$ cat config.mk
export PLATFORM = sky130hd
export DESIGN_NAME = palindrome_search_ctrl_flat
export DESIGN_NICKNAME = d
export VERILOG_FILES = /design/src/rtl/palindrome_search_ctrl_if.sv /design/src/rtl/palindrome_search_ctrl.sv /design/src/flat_wrapper.sv
export SDC_FILE = /design/constraint.sdc
export NUM_CORES = 1
export LEC_CHECK = 0
export CAP_MARGIN = 30
export CORE_MARGIN = 2
export CORE_UTILIZATION = 45
export CTS_CLUSTER_DIAMETER = 50
export DETAILED_ROUTE_END_ITERATION = 10
export DONT_BUFFER_PORTS = 1
export PLACE_DENSITY_LB_ADDON = 0.2
export SYNTH_ARGS = -nofsm -noshare
export SYNTH_HDL_FRONTEND = slang
export SYNTH_SLANG_ARGS = --single-unit
$ cat constraint.sdc
create_clock -name clk -period 7.9 [get_ports clk]
set_input_delay 1.185 -clock clk [delete_from_list [all_inputs] [get_ports clk]]
set_output_delay 1.185 -clock clk [all_outputs]
set_load 0.005 [all_outputs]
$ cat src/rtl/palindrome_search_ctrl_if.sv
// Check-request / response channel between the palindrome search controller
// and the shared, multi-cycle palindrome checker.
//   chk_valid  controller -> checker : request valid, held until chk_ready
//   chk_ready  checker -> controller : request accepted this cycle
//   chk_value  controller -> checker : product to test
//   rsp_valid  checker -> controller : one-cycle response pulse
//   rsp_pal    checker -> controller : chk_value is a palindrome
interface palindrome_search_ctrl_if #(
  parameter int PW = 20
);
  logic          chk_valid;
  logic          chk_ready;
  logic [PW-1:0] chk_value;
  logic          rsp_valid;
  logic          rsp_pal;

  modport master (
    output chk_valid,
    output chk_value,
    input  chk_ready,
    input  rsp_valid,
    input  rsp_pal
  );

  modport slave (
    input  chk_valid,
    input  chk_value,
    output chk_ready,
    output rsp_valid,
    output rsp_pal
  );
endinterface

$ cat src/rtl/palindrome_search_ctrl.sv
// Palindrome-product search sequencer. Walks factor pairs (a, b) from hi
// downwards with a >= b, prunes rows that cannot beat the best palindrome
// found, sends each surviving product to the external checker over the chk
// interface and keeps the largest palindrome with its factors.
//   clk, rst_n          clock, asynchronous active-low reset
//   start, lo, hi       search request and inclusive factor range
//   busy, done          search in progress / complete (done held)
//   result              largest palindrome found
//   factor_a, factor_b  its factors, factor_a >= factor_b
//   checks              number of requests accepted by the checker
//   chk                 request/response channel to the checker
//
// state | meaning
// IDLE  | waiting for start, nothing searched since reset
// EVAL  | decide: finish, prune row, or issue product a*b
// ISSUE | chk_valid held with chk_value until chk_ready
// WAIT  | request accepted, waiting for rsp_valid
// DONE  | search finished, outputs frozen until next start
module palindrome_search_ctrl #(
  parameter int W  = 10,
  parameter int PW = 2 * W,
  parameter int CW = 32
) (
  input  logic                    clk,
  input  logic                    rst_n,
  input  logic                    start,
  input  logic [W-1:0]            lo,
  input  logic [W-1:0]            hi,
  output logic                    busy,
  output logic                    done,
  output logic [PW-1:0]           result,
  output logic [W-1:0]            factor_a,
  output logic [W-1:0]            factor_b,
  output logic [CW-1:0]           checks,
  palindrome_search_ctrl_if.master chk
);

  typedef enum logic [2:0] {IDLE, EVAL, ISSUE, WAIT, DONE} state_t;

  state_t        state, state_n;
  logic [W-1:0]  a, a_n, b, b_n;
  logic [W-1:0]  lo_r, lo_r_n;
  logic [PW-1:0] best, best_n;
  logic [W-1:0]  fa, fa_n, fb, fb_n;
  logic [CW-1:0] checks_r, checks_n;
  logic [PW-1:0] val_r, val_n;

  logic [W-1:0]  lo_e;
  logic [PW-1:0] prod;
  logic [PW-1:0] sq;

  // lo is clamped to 1 so the a-1 / b-1 steps can never wrap below zero.
  assign lo_e = (lo == '0) ? W'(1) : lo;
  assign prod = PW'(a) * PW'(b);
  assign sq   = PW'(a) * PW'(a);

  always_ff @(posedge clk or negedge rst_n) begin
    if (!rst_n) begin
      state    <= IDLE;
      a        <= '0;
      b        <= '0;
      lo_r     <= '0;
      best     <= '0;
      fa       <= '0;
      fb       <= '0;
      checks_r <= '0;
      val_r    <= '0;
    end else begin
      state    <= state_n;
      a        <= a_n;
      b        <= b_n;
      lo_r     <= lo_r_n;
      best     <= best_n;
      fa       <= fa_n;
      fb       <= fb_n;
      checks_r <= checks_n;
      val_r    <= val_n;
    end
  end

  always_comb begin
    state_n  = state;
    a_n      = a;
    b_n      = b;
    lo_r_n   = lo_r;
    best_n   = best;
    fa_n     = fa;
    fb_n     = fb;
    checks_n = checks_r;
    val_n    = val_r;
    unique case (state)
      IDLE, DONE: begin
        if (start) begin
          lo_r_n   = lo_e;
          best_n   = '0;
          fa_n     = '0;
          fb_n     = '0;
          checks_n = '0;
          if (lo_e > hi) begin
            state_n = DONE;
          end else begin
            a_n     = hi;
            b_n     = hi;
            state_n = EVAL;
          end
        end
      end
      EVAL: begin
        // a*a is the largest product left in any remaining row, so once it
        // cannot beat best the whole search is over.
        if ((a < lo_r) || (sq <= best)) begin
          state_n = DONE;
        end else if ((b < lo_r) || (prod <= best)) begin
          a_n = a - W'(1);
          b_n = a - W'(1);
        end else begin
          val_n   = prod;
          state_n = ISSUE;
        end
      end
      ISSUE: begin
        if (chk.chk_ready) begin
          checks_n = checks_r + CW'(1);
          state_n  = WAIT;
        end
      end
      WAIT: begin
        if (chk.rsp_valid) begin
          if (chk.rsp_pal) begin
            // Any later hit in this row has a smaller b, hence a smaller
            // product, so the row is finished.
            best_n = val_r;
            fa_n   = a;
            fb_n   = b;
            a_n    = a - W'(1);
            b_n    = a - W'(1);
          end else begin
            b_n = b - W'(1);
          end
          state_n = EVAL;
        end
      end
      default: state_n = IDLE;
    endcase
  end

  // Decoded straight from the state register so an async reset drops
  // chk_valid immediately.
  assign chk.chk_valid = (state == ISSUE);
  assign chk.chk_value = val_r;

  assign busy     = (state == EVAL) || (state == ISSUE) || (state == WAIT);
  assign done     = (state == DONE);
  assign result   = best;
  assign factor_a = fa;
  assign factor_b = fb;
  assign checks   = checks_r;

endmodule

$ cat src/flat_wrapper.sv
// flat-port wrapper written by rule: the top's interface ports become plain ports
module palindrome_search_ctrl_flat 
#(
  parameter int W  = 10,
  parameter int PW = 2 * W,
  parameter int CW = 32
)
  (clk, rst_n, start, lo, hi, busy, done, result, factor_a, factor_b, checks, chk_chk_valid, chk_chk_value, chk_chk_ready, chk_rsp_valid, chk_rsp_pal);
  palindrome_search_ctrl_if #(.PW(PW)) chk_i ();
  input  logic clk;
  input  logic rst_n;
  input  logic start;
  input  logic [W-1:0] lo;
  input  logic [W-1:0] hi;
  output logic busy;
  output logic done;
  output logic [PW-1:0] result;
  output logic [W-1:0] factor_a;
  output logic [W-1:0] factor_b;
  output logic [CW-1:0] checks;
  output wire logic [$bits(chk_i.chk_valid)-1:0] chk_chk_valid;
  output wire logic [$bits(chk_i.chk_value)-1:0] chk_chk_value;
  input wire logic [$bits(chk_i.chk_ready)-1:0] chk_chk_ready;
  input wire logic [$bits(chk_i.rsp_valid)-1:0] chk_rsp_valid;
  input wire logic [$bits(chk_i.rsp_pal)-1:0] chk_rsp_pal;
  assign chk_chk_valid = chk_i.chk_valid;
  assign chk_chk_value = chk_i.chk_value;
  assign chk_i.chk_ready = chk_chk_ready;
  assign chk_i.rsp_valid = chk_rsp_valid;
  assign chk_i.rsp_pal = chk_rsp_pal;
  palindrome_search_ctrl #(.W(W), .PW(PW), .CW(CW)) u_core (.clk(clk), .rst_n(rst_n), .start(start), .lo(lo), .hi(hi), .busy(busy), .done(done), .result(result), .factor_a(factor_a), .factor_b(factor_b), .checks(checks), .chk(chk_i));
endmodule
# Word level (Yosys, flattened, before mapping)
# Index checks and enable logic that the tools add are counted.
# W data, S select, Z words.
[word_totals]
regBits = 125
input_bits = 26
out_inout_bits = 95
elab_cells = 82
[op_classes]
n_addsub = 3
multipliers = 2
n_lt_le_gt_ge = 5
n_eq_ne = 12
n_mux = 32
n_bitwise = 2
reduce_logical = 17
[op_table]
columns = ["op", "count"]
rows = [
  ["$mux W10", 14],
  ["$mux W32", 2],
  ["$pmux W32 S2", 1],
  ["$mux W20", 3],
  ["$pmux W10 S3", 2],
  ["$le A20 B20 Y1", 2],
  ["$mul A10 B10 Y20", 2],
  ["$pmux W10 S2", 2],
  ["$pmux W20 S2", 1],
  ["$add A32 B1 Y32 const B", 1],
  ["$lt A10 B10 Y1", 2],
  ["$sub A10 B1 Y10 const B", 2],
  ["$mux W3", 6],
  ["$pmux W3 S4", 1],
  ["$gt A10 B10 Y1", 1],
  ["$logic_not A10 Y1", 1],
  ["$ne A2 B2 Y1 const B", 5],
  ["$reduce_and A4 Y1", 2],
  ["$reduce_and A7 Y1", 1],
  ["$eq A3 B2 Y1 const B", 2],
  ["$reduce_and A3 Y1", 2],
  ["$reduce_and A6 Y1", 1],
  ["$logic_or A1 B1 Y1", 4],
  ["$ne A2 B1 Y1 const B", 2],
  ["9 further kinds", 11],
]

# Logic depth before layout (Yosys ltp)
# Gate-level depths: netlist of run 1.
[depth]
word_depth = 6
ltp_mapped = 31
ltp_nobuf = 27

# Worst setup path after synthesis of run 1
# No wires, ideal clock.
[synth_timing]
kind = "reg2reg"
from = "register u_core.a[1]"
to = "register u_core.b[0]"
setup_ps = 125
arrival_time_ps = 7424
t_required_ps = 7775
path_slack_ps = 352
path_stages_with_launch = 27
path_buffers = 2
period_less_slack_ps = 7548
path_cell_list = "dfrtp_1 clkbuf_1 clkbuf_1 nand2_1 fa_1 fa_1 inv_1 fa_1 fa_1 inv_1 fa_1 inv_1 ha_1 and2_1 a221oi_1 o21ai_0 o41ai_2 o311ai_0 a21oi_1 xnor2_1 ha_1 nand4_1 or4_4 o221ai_2 o211ai_4 a21oi_4 mux2_2"
[synth_via]
elab_chain_cells = 5
elab_cells_between_ends = 10
cone_classes = "mul (2); order compare (3); eq/ne (2); reduce/logical (3)"
[synth_lines]
columns = ["item", "line", "rtl"]
rows = [
  ["start, declared", "palindrome_search_ctrl.sv:41", "logic [W-1:0] a, a_n, b, b_n;"],
  ["start signal, assigned", "palindrome_search_ctrl.sv:70", "a <= a_n;"],
  ["$mul A10 B10 Y20, on equally long branches", "palindrome_search_ctrl.sv:55, palindrome_search_ctrl.sv:54", ""],
  ["$le A20 B20 Y1, on equally long branches", "palindrome_search_ctrl.sv:111, palindrome_search_ctrl.sv:113", ""],
  ["$logic_or A1 B1 Y1, on equally long branches", "palindrome_search_ctrl.sv:111, palindrome_search_ctrl.sv:113", ""],
  ["$ne A2 B2 Y1 (no line) or $ne A2 B1 Y1 (tied branches)", "--", ""],
  ["$reduce_and A6 Y1 (no line) *", "--", ""],
  ["end signal, assigned", "palindrome_search_ctrl.sv:71", "b <= b_n;"],
  ["end, declared", "palindrome_search_ctrl.sv:41", ""],
]
# Every way passes the cells marked *; elsewhere a longest branch is shown, timed or not.
# A chain may end at the register's enable or synchronous reset.

# Worst setup path after layout of run 1
[layout_timing]
from = "register u_core.a[2]"
to = "register u_core.b[5]"
[layout_via]
elab_chain_cells = 5
elab_cells_between_ends = 16
cone_classes = "add/sub (1); mul (2); order compare (3); eq/ne (2); mux (5); reduce/logical (3)"
[layout_lines]
columns = ["item", "line", "rtl"]
rows = [
  ["$mul A10 B10 Y20", "palindrome_search_ctrl.sv:54", "assign prod = PW'(a) * PW'(b);"],
  ["net u_core.prod[15]", "palindrome_search_ctrl.sv:49", "logic [PW-1:0] prod;"],
  ["$le A20 B20 Y1", "palindrome_search_ctrl.sv:113", "end else if ((b < lo_r) || (prod <= best)) begin"],
  ["$logic_or A1 B1 Y1", "palindrome_search_ctrl.sv:113", ""],
  ["$ne A2 B1 Y1 (no line)", "--", ""],
  ["$reduce_and A6 Y1 (no line)", "--", ""],
]
# The timed path passes the listed nets, and every way through them passes these cells. The select of a mux whose other input is x is not followed.

==> results of run 1 <==
==> kinds of logic after synthesis <==
family	after synthesis	share of synthesized area (%)
buf+inv	251	7.27
xor+xnor	80	5.28
fa+ha+maj	283	32.8
simple gates	416	15.2
flops	125	23.6
compound gates	236	12.5
mux	37	3.40
==> cell type report <==
type                       instances  area (sq um)
clock buffer                      17           425
clock inverter                    14           111
fill                            2756         14200
inverter                         185           694
multi-input combinational       1052          9300
sequential                       125          3140
tap                              384           480
timing repair buffer              66           542
==> what timing repair did <==
item / CTS / global route
setup buffers: 4 / 11
gates resized for setup: 2 / 36
pin swaps: 3 / 15
setup endpoints to repair: 17 / 41
hold buffers: 0 / 0
==> sequential cells by signal (all words and copies together) (netlist names) <==
register              cells
u_core.b                 10
u_core.chk.chk_value     20
u_core.checks            32
u_core.lo_r              10
u_core.factor_b          10
u_core.state              3
u_core.a                 10
u_core.factor_a          10
u_core.result            20
==> layer usage <==
layer / track usage, % / wire length (um)
met1: 31.1 / 15500
met2: 40.4 / 17600
met3: 4.26 / 2010
met4: 6.89 / 898
met5: 0 / 0
==> metrics by stage <==
step,cells,setup TNS [ns],utilization (%),instance area [sq um]
after global placement,1797,0,48.1,13900
after CTS,1832,0,50.2,14500
final,1843,0,50.9,14700
after floorplan,1428,0,-,13300
after global routing,1843,-0.196,50.9,14700
after detailed placement,1797,-1.73,48.1,13900
==> placed cells by master (no fill, tap or decap), types with 5 or more instances in the layout <==
cell       Yosys  routed
inv_1        182     182
ha_1         175     175
nand2_1      122     119
dfrtp_1      125     117
fa_1         108     106
nor2_1       103     101
and2_1        75      72
buf_4          0      59
o21ai_0       58      55
a21oi_1       52      52
xnor2_1       49      49
a22o_1        42      42
xor2_1        31      31
nand3_1       29      29
nand4_1       18      18
clkbuf_16      0      17
mux2_2        21      16
mux2_4        11      16
nor3_1        15      15
and3_1        14      14
a21o_1        10      10
nor2b_1        8       8
dfrtp_2        0       8
a211oi_1       8       7
o211ai_1       7       7
or3_1          7       7
nor4_1         6       5
nand2b_1       5       5
==> path summary, 6_finish.rpt <==
kind                                                     start                             end  depth (start not counted)
worst max register to register         u_core.a[2]$_DFFE_PN0P_         u_core.b[5]$_DFFE_PN0P_                         27
min in group clk                u_core.factor_b[1]$_DFFE_PN0P_  u_core.factor_b[1]$_DFFE_PN0P_                          1
worst min register to register  u_core.factor_b[1]$_DFFE_PN0P_  u_core.factor_b[1]$_DFFE_PN0P_                          1
worst max-delay path                   u_core.a[2]$_DFFE_PN0P_         u_core.b[5]$_DFFE_PN0P_                         27
worst min-delay path                                     rst_n   u_core.checks[26]$_DFFE_PN0P_                          0
max in group asynchronous                                rst_n         u_core.a[1]$_DFFE_PN0P_                          0
==> reports/qor.yml, run 1 <==
yosys:
  ys_ff_latch: 125
  synth_top_cell_by_area: "dfrtp_1"
  synth_top_area_share_pct: 23.6
  ys_seq_area_share_pct: 23.6
  syn-num-nets: 1737
  async_reset_ff_share_pct: 100
  synthDistinctLibCells: 73
  netlist_area_sq_um: 13300
  synthTopCellsByArea: "dfrtp_1, ha_1, fa_1"
  netlist_instances: 1428
  synth_edf_count: 0
  synth-main-ff-cell: "dfrtp_1"
  yosysMostFrequentCell: "inv_1"
  syn_area_per_cell_sq_um: 9.30
  netlist_top_cells_count: "inv_1, ha_1, dfrtp_1, nand2_1, fa_1"
  yosys_warnings: 0
route:
  vias_per_cell: 5.61
  drtPass1Iterations: 7
  finalWirelength_um: 36100
  drtIter0Drc: 628
  vias: 10300
  ant_nets: 0
  drc_errors: 0
  wl_per_cell_um: 19.6
clocking:
  clock_path_buffers: 2
  cts_tree: "yes"
  numCtsBuffers: 17
  h-tree-depth: 4
  insertion_delay_ns: 0.43
  clockRootBuffer: "clkbuf_16"
  clkSlewWorstSetupHoldPaths_ns: 0.07
  cts_num_sinks: 125
floorplan:
  dieWidth_um: 176
  rows: 62
  io_pins: 121
  dieArea_sq_um: 30900
  initial_core_util_pct: 46.0
  core_sq_um: 28900
  die_y_um: 176
placement:
  dpl.hpwl_um: 28000
  gp_congestion: 0.918
  dp_slack_ns: -0.155
  io_buffers: 0
critical_path:
  crit_buf_inv: 7
  crit_type: "flip-flop to flip-flop"
  critPathMaxFanout: 8
  cp_common_cell: "fa_1"
  endpoint_kind: "flip-flop"
  start_kind: "flip-flop"
  arrival_ns: 7.94
  crit_required_ns: 8.20
  critPathTopFamily: "adder cells"
  slowest_stage: "fa_1"
  rrSetupSlack_ns: 0.27
  max_stage_delay_ns: 0.56
sta:
  finalCritPeriodShare_pct: 96.6
  holdWs_ns: 0.443
  clock_skew_ns: 0.0174
  slew_violations: 0
  max_slew.worst_pin.slew_ns: 0.895
  period_minus_slack_ns: 7.63
  setup_viol: 0
  fmax_mhz: 131
  max_slew_margin_pct: 38.8
  finalHoldViolations: 0
  worst_slack_ns: 0.266
finish:
  diodes: 0
  syn_to_final_growth_pct: 10.7
  drive_above_1_share_pct: 11.4
  fin_nets: 1756
min_path:
  hold_class: "input pin to async pin"
global_routing:
  grt_pass1_wl_um: 57500
  antenna_found_initial: 0
  grt_max_degree: 126
  track_usage_pct: 23.8
  grt_pass1_vias: 10500
  grt.overflow.total: 0
job:
  cap_violations: 0
status:
  status: "finished clean"
Power of run 1 is left out: the tool's default activity adds up to more than one toggle a clock period on the data nets, which glitch-free logic cannot reach.
==> run 2, diff against run 1 <==
--- a/config.mk
+++ b/config.mk
@@ -10,7 +10,6 @@
 export CORE_UTILIZATION = 45
 export CTS_CLUSTER_DIAMETER = 50
 export DETAILED_ROUTE_END_ITERATION = 10
-export DONT_BUFFER_PORTS = 1
 export PLACE_DENSITY_LB_ADDON = 0.2
 export SYNTH_ARGS = -nofsm -noshare
 export SYNTH_HDL_FRONTEND = slang
==> run 2 against run 1 <==
Against the previous run:
- hold slack improved by 0.061 ns
- utilization increased by 4.2 points
- first-iteration DRC count increased by 5.3%
- cell count up 6.7%
- clock skew decreased by 0.0043 ns
- critical path depth shrank 1
- sequential share of layout area shrank 1.7 points
- setup slack better by 0.0092 ns
- critical path type unchanged
==> reports/qor.yml, run 2 (synthesized netlist as in run 1, its figures left out) <==
floorplan:
  core_sq_um: 28900  # unchanged
  io_pins: 121  # unchanged
  dieArea_sq_um: 30900  # unchanged
  rows: 62  # unchanged
  die_y_um: 176  # unchanged
  initial_core_util_pct: 46.0  # unchanged
  dieWidth_um: 176  # unchanged
clocking:
  holdBufCountCts: 0  # unchanged
  numCtsBuffers: 17  # unchanged
  clockRootBuffer: "clkbuf_16"  # unchanged
  cts_tree: "yes"  # unchanged
  clock_path_buffers: 2  # unchanged
  cts_num_sinks: 125  # unchanged
  h-tree-depth: 4  # unchanged
  insertion_delay_ns: 0.43  # about the same
  clkSlewWorstSetupHoldPaths_ns: 0.07  # about the same
sta:
  worst_slack_ns: 0.275  # was 0.266 ns
  max_slew.worst_pin.slew_ns: 0.854  # was 0.895 ns
  finalCritPeriodShare_pct: 96.5  # was 96.6%
  setup_viol: 0  # unchanged
  finalHoldViolations: 0  # unchanged
  max_slew_margin_pct: 43.1  # was 38.8%
  slew_violations: 0  # unchanged
  fmax_mhz: 131  # about the same
  period_minus_slack_ns: 7.62  # was 7.63 ns
  clock_skew_ns: 0.0131  # was 0.0174 ns
critical_path:
  crit_type: "flip-flop to flip-flop"  # unchanged
  endpoint_kind: "flip-flop"  # unchanged
  crit_path_start: "u_core.b[5]$_DFFE_PN0P_"  # was u_core.a[2]$_DFFE_PN0P_
  critPathMaxFanout: 11  # was 8
  r2r_start: "u_core.b[5]$_DFFE_PN0P_"  # was u_core.a[2]$_DFFE_PN0P_
  crit_required_ns: 8.21  # was 8.20 ns
  start_kind: "flip-flop"  # unchanged
  arrival_ns: 7.93  # was 7.94 ns
min_path:
  min_from: "u_core.factor_b[6]$_DFFE_PN0P_"
  hold_class: "flip-flop to flip-flop"  # was input pin to async pin
job:
  cap_violations: 0  # unchanged
placement:
  io_buffers: 120  # was 0
  gp_congestion: 0.933  # was 0.918
  dpl_cell_area_sq_um: 15100  # was 13900 sq um
  dp_slack_ns: -0.0687  # was -0.155 ns
  dpl.hpwl_um: 29200  # was 28000 um
status:
  status: "finished clean"  # unchanged
finish:
  design_area_sq_um: 15900  # was 14700 sq um
  fin_nets: 1878  # was 1756
  syn_to_final_growth_pct: 19.8  # was 10.7%
  final_common_cell: "inv_1"  # unchanged
  largest_register_ffs: 32  # unchanged
  fill_cells: 2649  # was 2756
  diodes: 0  # unchanged
  final_cell_mix: "inv_1, ha_1, dfrtp_1, nand2_1, clkdlybuf4s50_1"  # was inv_1, ha_1, nand2_1, dfrtp_1, fa_1
  drive_above_1_share_pct: 9.36  # was 11.4%
global_routing:
  antenna_found_initial: 0  # unchanged
  grt_pass1_vias: 11000  # was 10500
  grt_pass1_wl_um: 59800  # was 57500 um
  grt.overflow.total: 0  # unchanged
  grt_max_degree: 73  # was 126
  track_usage_pct: 24.8  # was 23.8%
route:
  drtPass1Iterations: 5  # was 7
  drc_errors: 0  # unchanged
  vias: 10800  # was 10300
  drtIter0Drc: 661  # was 628
  vias_per_cell: 5.49  # was 5.61
  wl_per_cell_um: 18.9  # was 19.6 um
  finalWirelength_um: 37100  # was 36100 um
  ant_nets: 0  # unchanged
==> run 2: changes by cell type in the layout (fill, tap and decap cells not counted), moves of 4 or more <==
cell and change:
clkdlybuf4s50_1 +119, buf_4 +4, dfrtp_1 +7, mux2_4 -5, mux2_2 +5, dfrtp_2 -7
==> run 2: final cells by class <==
type                       count  area [sq um]  area share (%)
clock buffer                  18           429            2.70
inverter                     185           698            4.39
clock inverter                14           173            1.09
tap                          384           480            3.02
multi-input combinational   1052          9230            58.1
sequential                   125          3130            19.7
timing repair buffer         188          1760            11.1
==> run 2: worst paths after layout <==
check	endpoint	slack, ns	cells past startpoint
max in group asynchronous	u_core.a[3]$_DFFE_PN0P_	6.12	3
min	u_core.factor_b[6]$_DFFE_PN0P_	0.50	1
max reg2reg	u_core.a[6]$_DFFE_PN0P_	0.28	26
min in group asynchronous	u_core.checks[26]$_DFFE_PN0P_	0.78	1
max	u_core.a[6]$_DFFE_PN0P_	0.28	26
min reg2reg	u_core.factor_b[6]$_DFFE_PN0P_	0.50	1
==> run 2: routing by layer <==
metal / wire, um / global-route usage (%) / vias to the layer above
li1: - / - / 5086
met3: 1630 / 2.84 / 46
met2: 18600 / 43.1 / 293
met5: 0 / 0 / -
met4: 669 / 5.92 / 0
met1: 16200 / 33.0 / 5378
==> run 2: what timing repair did <==
action,4_1_cts,5_1_grt
endpoints found under the setup margin,16,42
buffers inserted,0,10
gates resized for setup,1,8
pin swaps,0,9
==> run 2: through the flow <==
| step | setup TNS, ns | util [%] | hold slack [ns] | cells |
|---|---|---|---|---|
| floorplan | 0 | - | 0.457 | 1428 |
| global placement | 0 | 52.4 | 0.492 | 1921 |
| detailed placement | -0.763 | 52.5 | 0.493 | 1923 |
| CTS | 0 | 54.6 | 0.509 | 1955 |
| global route | -0.288 | 55.1 | 0.540 | 1966 |
| finish | 0 | 55.1 | 0.504 | 1966 |
==> run 2: critical path: stages (launching register included) <==
cell      delay [ns]
dfrtp_1         0.56
and2_1          0.25
fa_1            0.42
fa_1            0.54
inv_1           0.05
fa_1            0.48
inv_1           0.06
fa_1            0.54
inv_1           0.06
fa_1            0.54
inv_1           0.04
ha_1            0.34
a21o_1          0.19
o21ai_0         0.26
a31oi_1         0.17
buf_4           0.17
a311oi_1        0.32
xnor2_1         0.19
ha_1            0.28
and2_0          0.17
a221o_1         0.30
a221oi_2        0.34
o211a_2         0.34
o211ai_4        0.15
a21boi_4        0.21
buf_12          0.15
mux2_2          0.34
Power of run 2 is left out for the same reason.
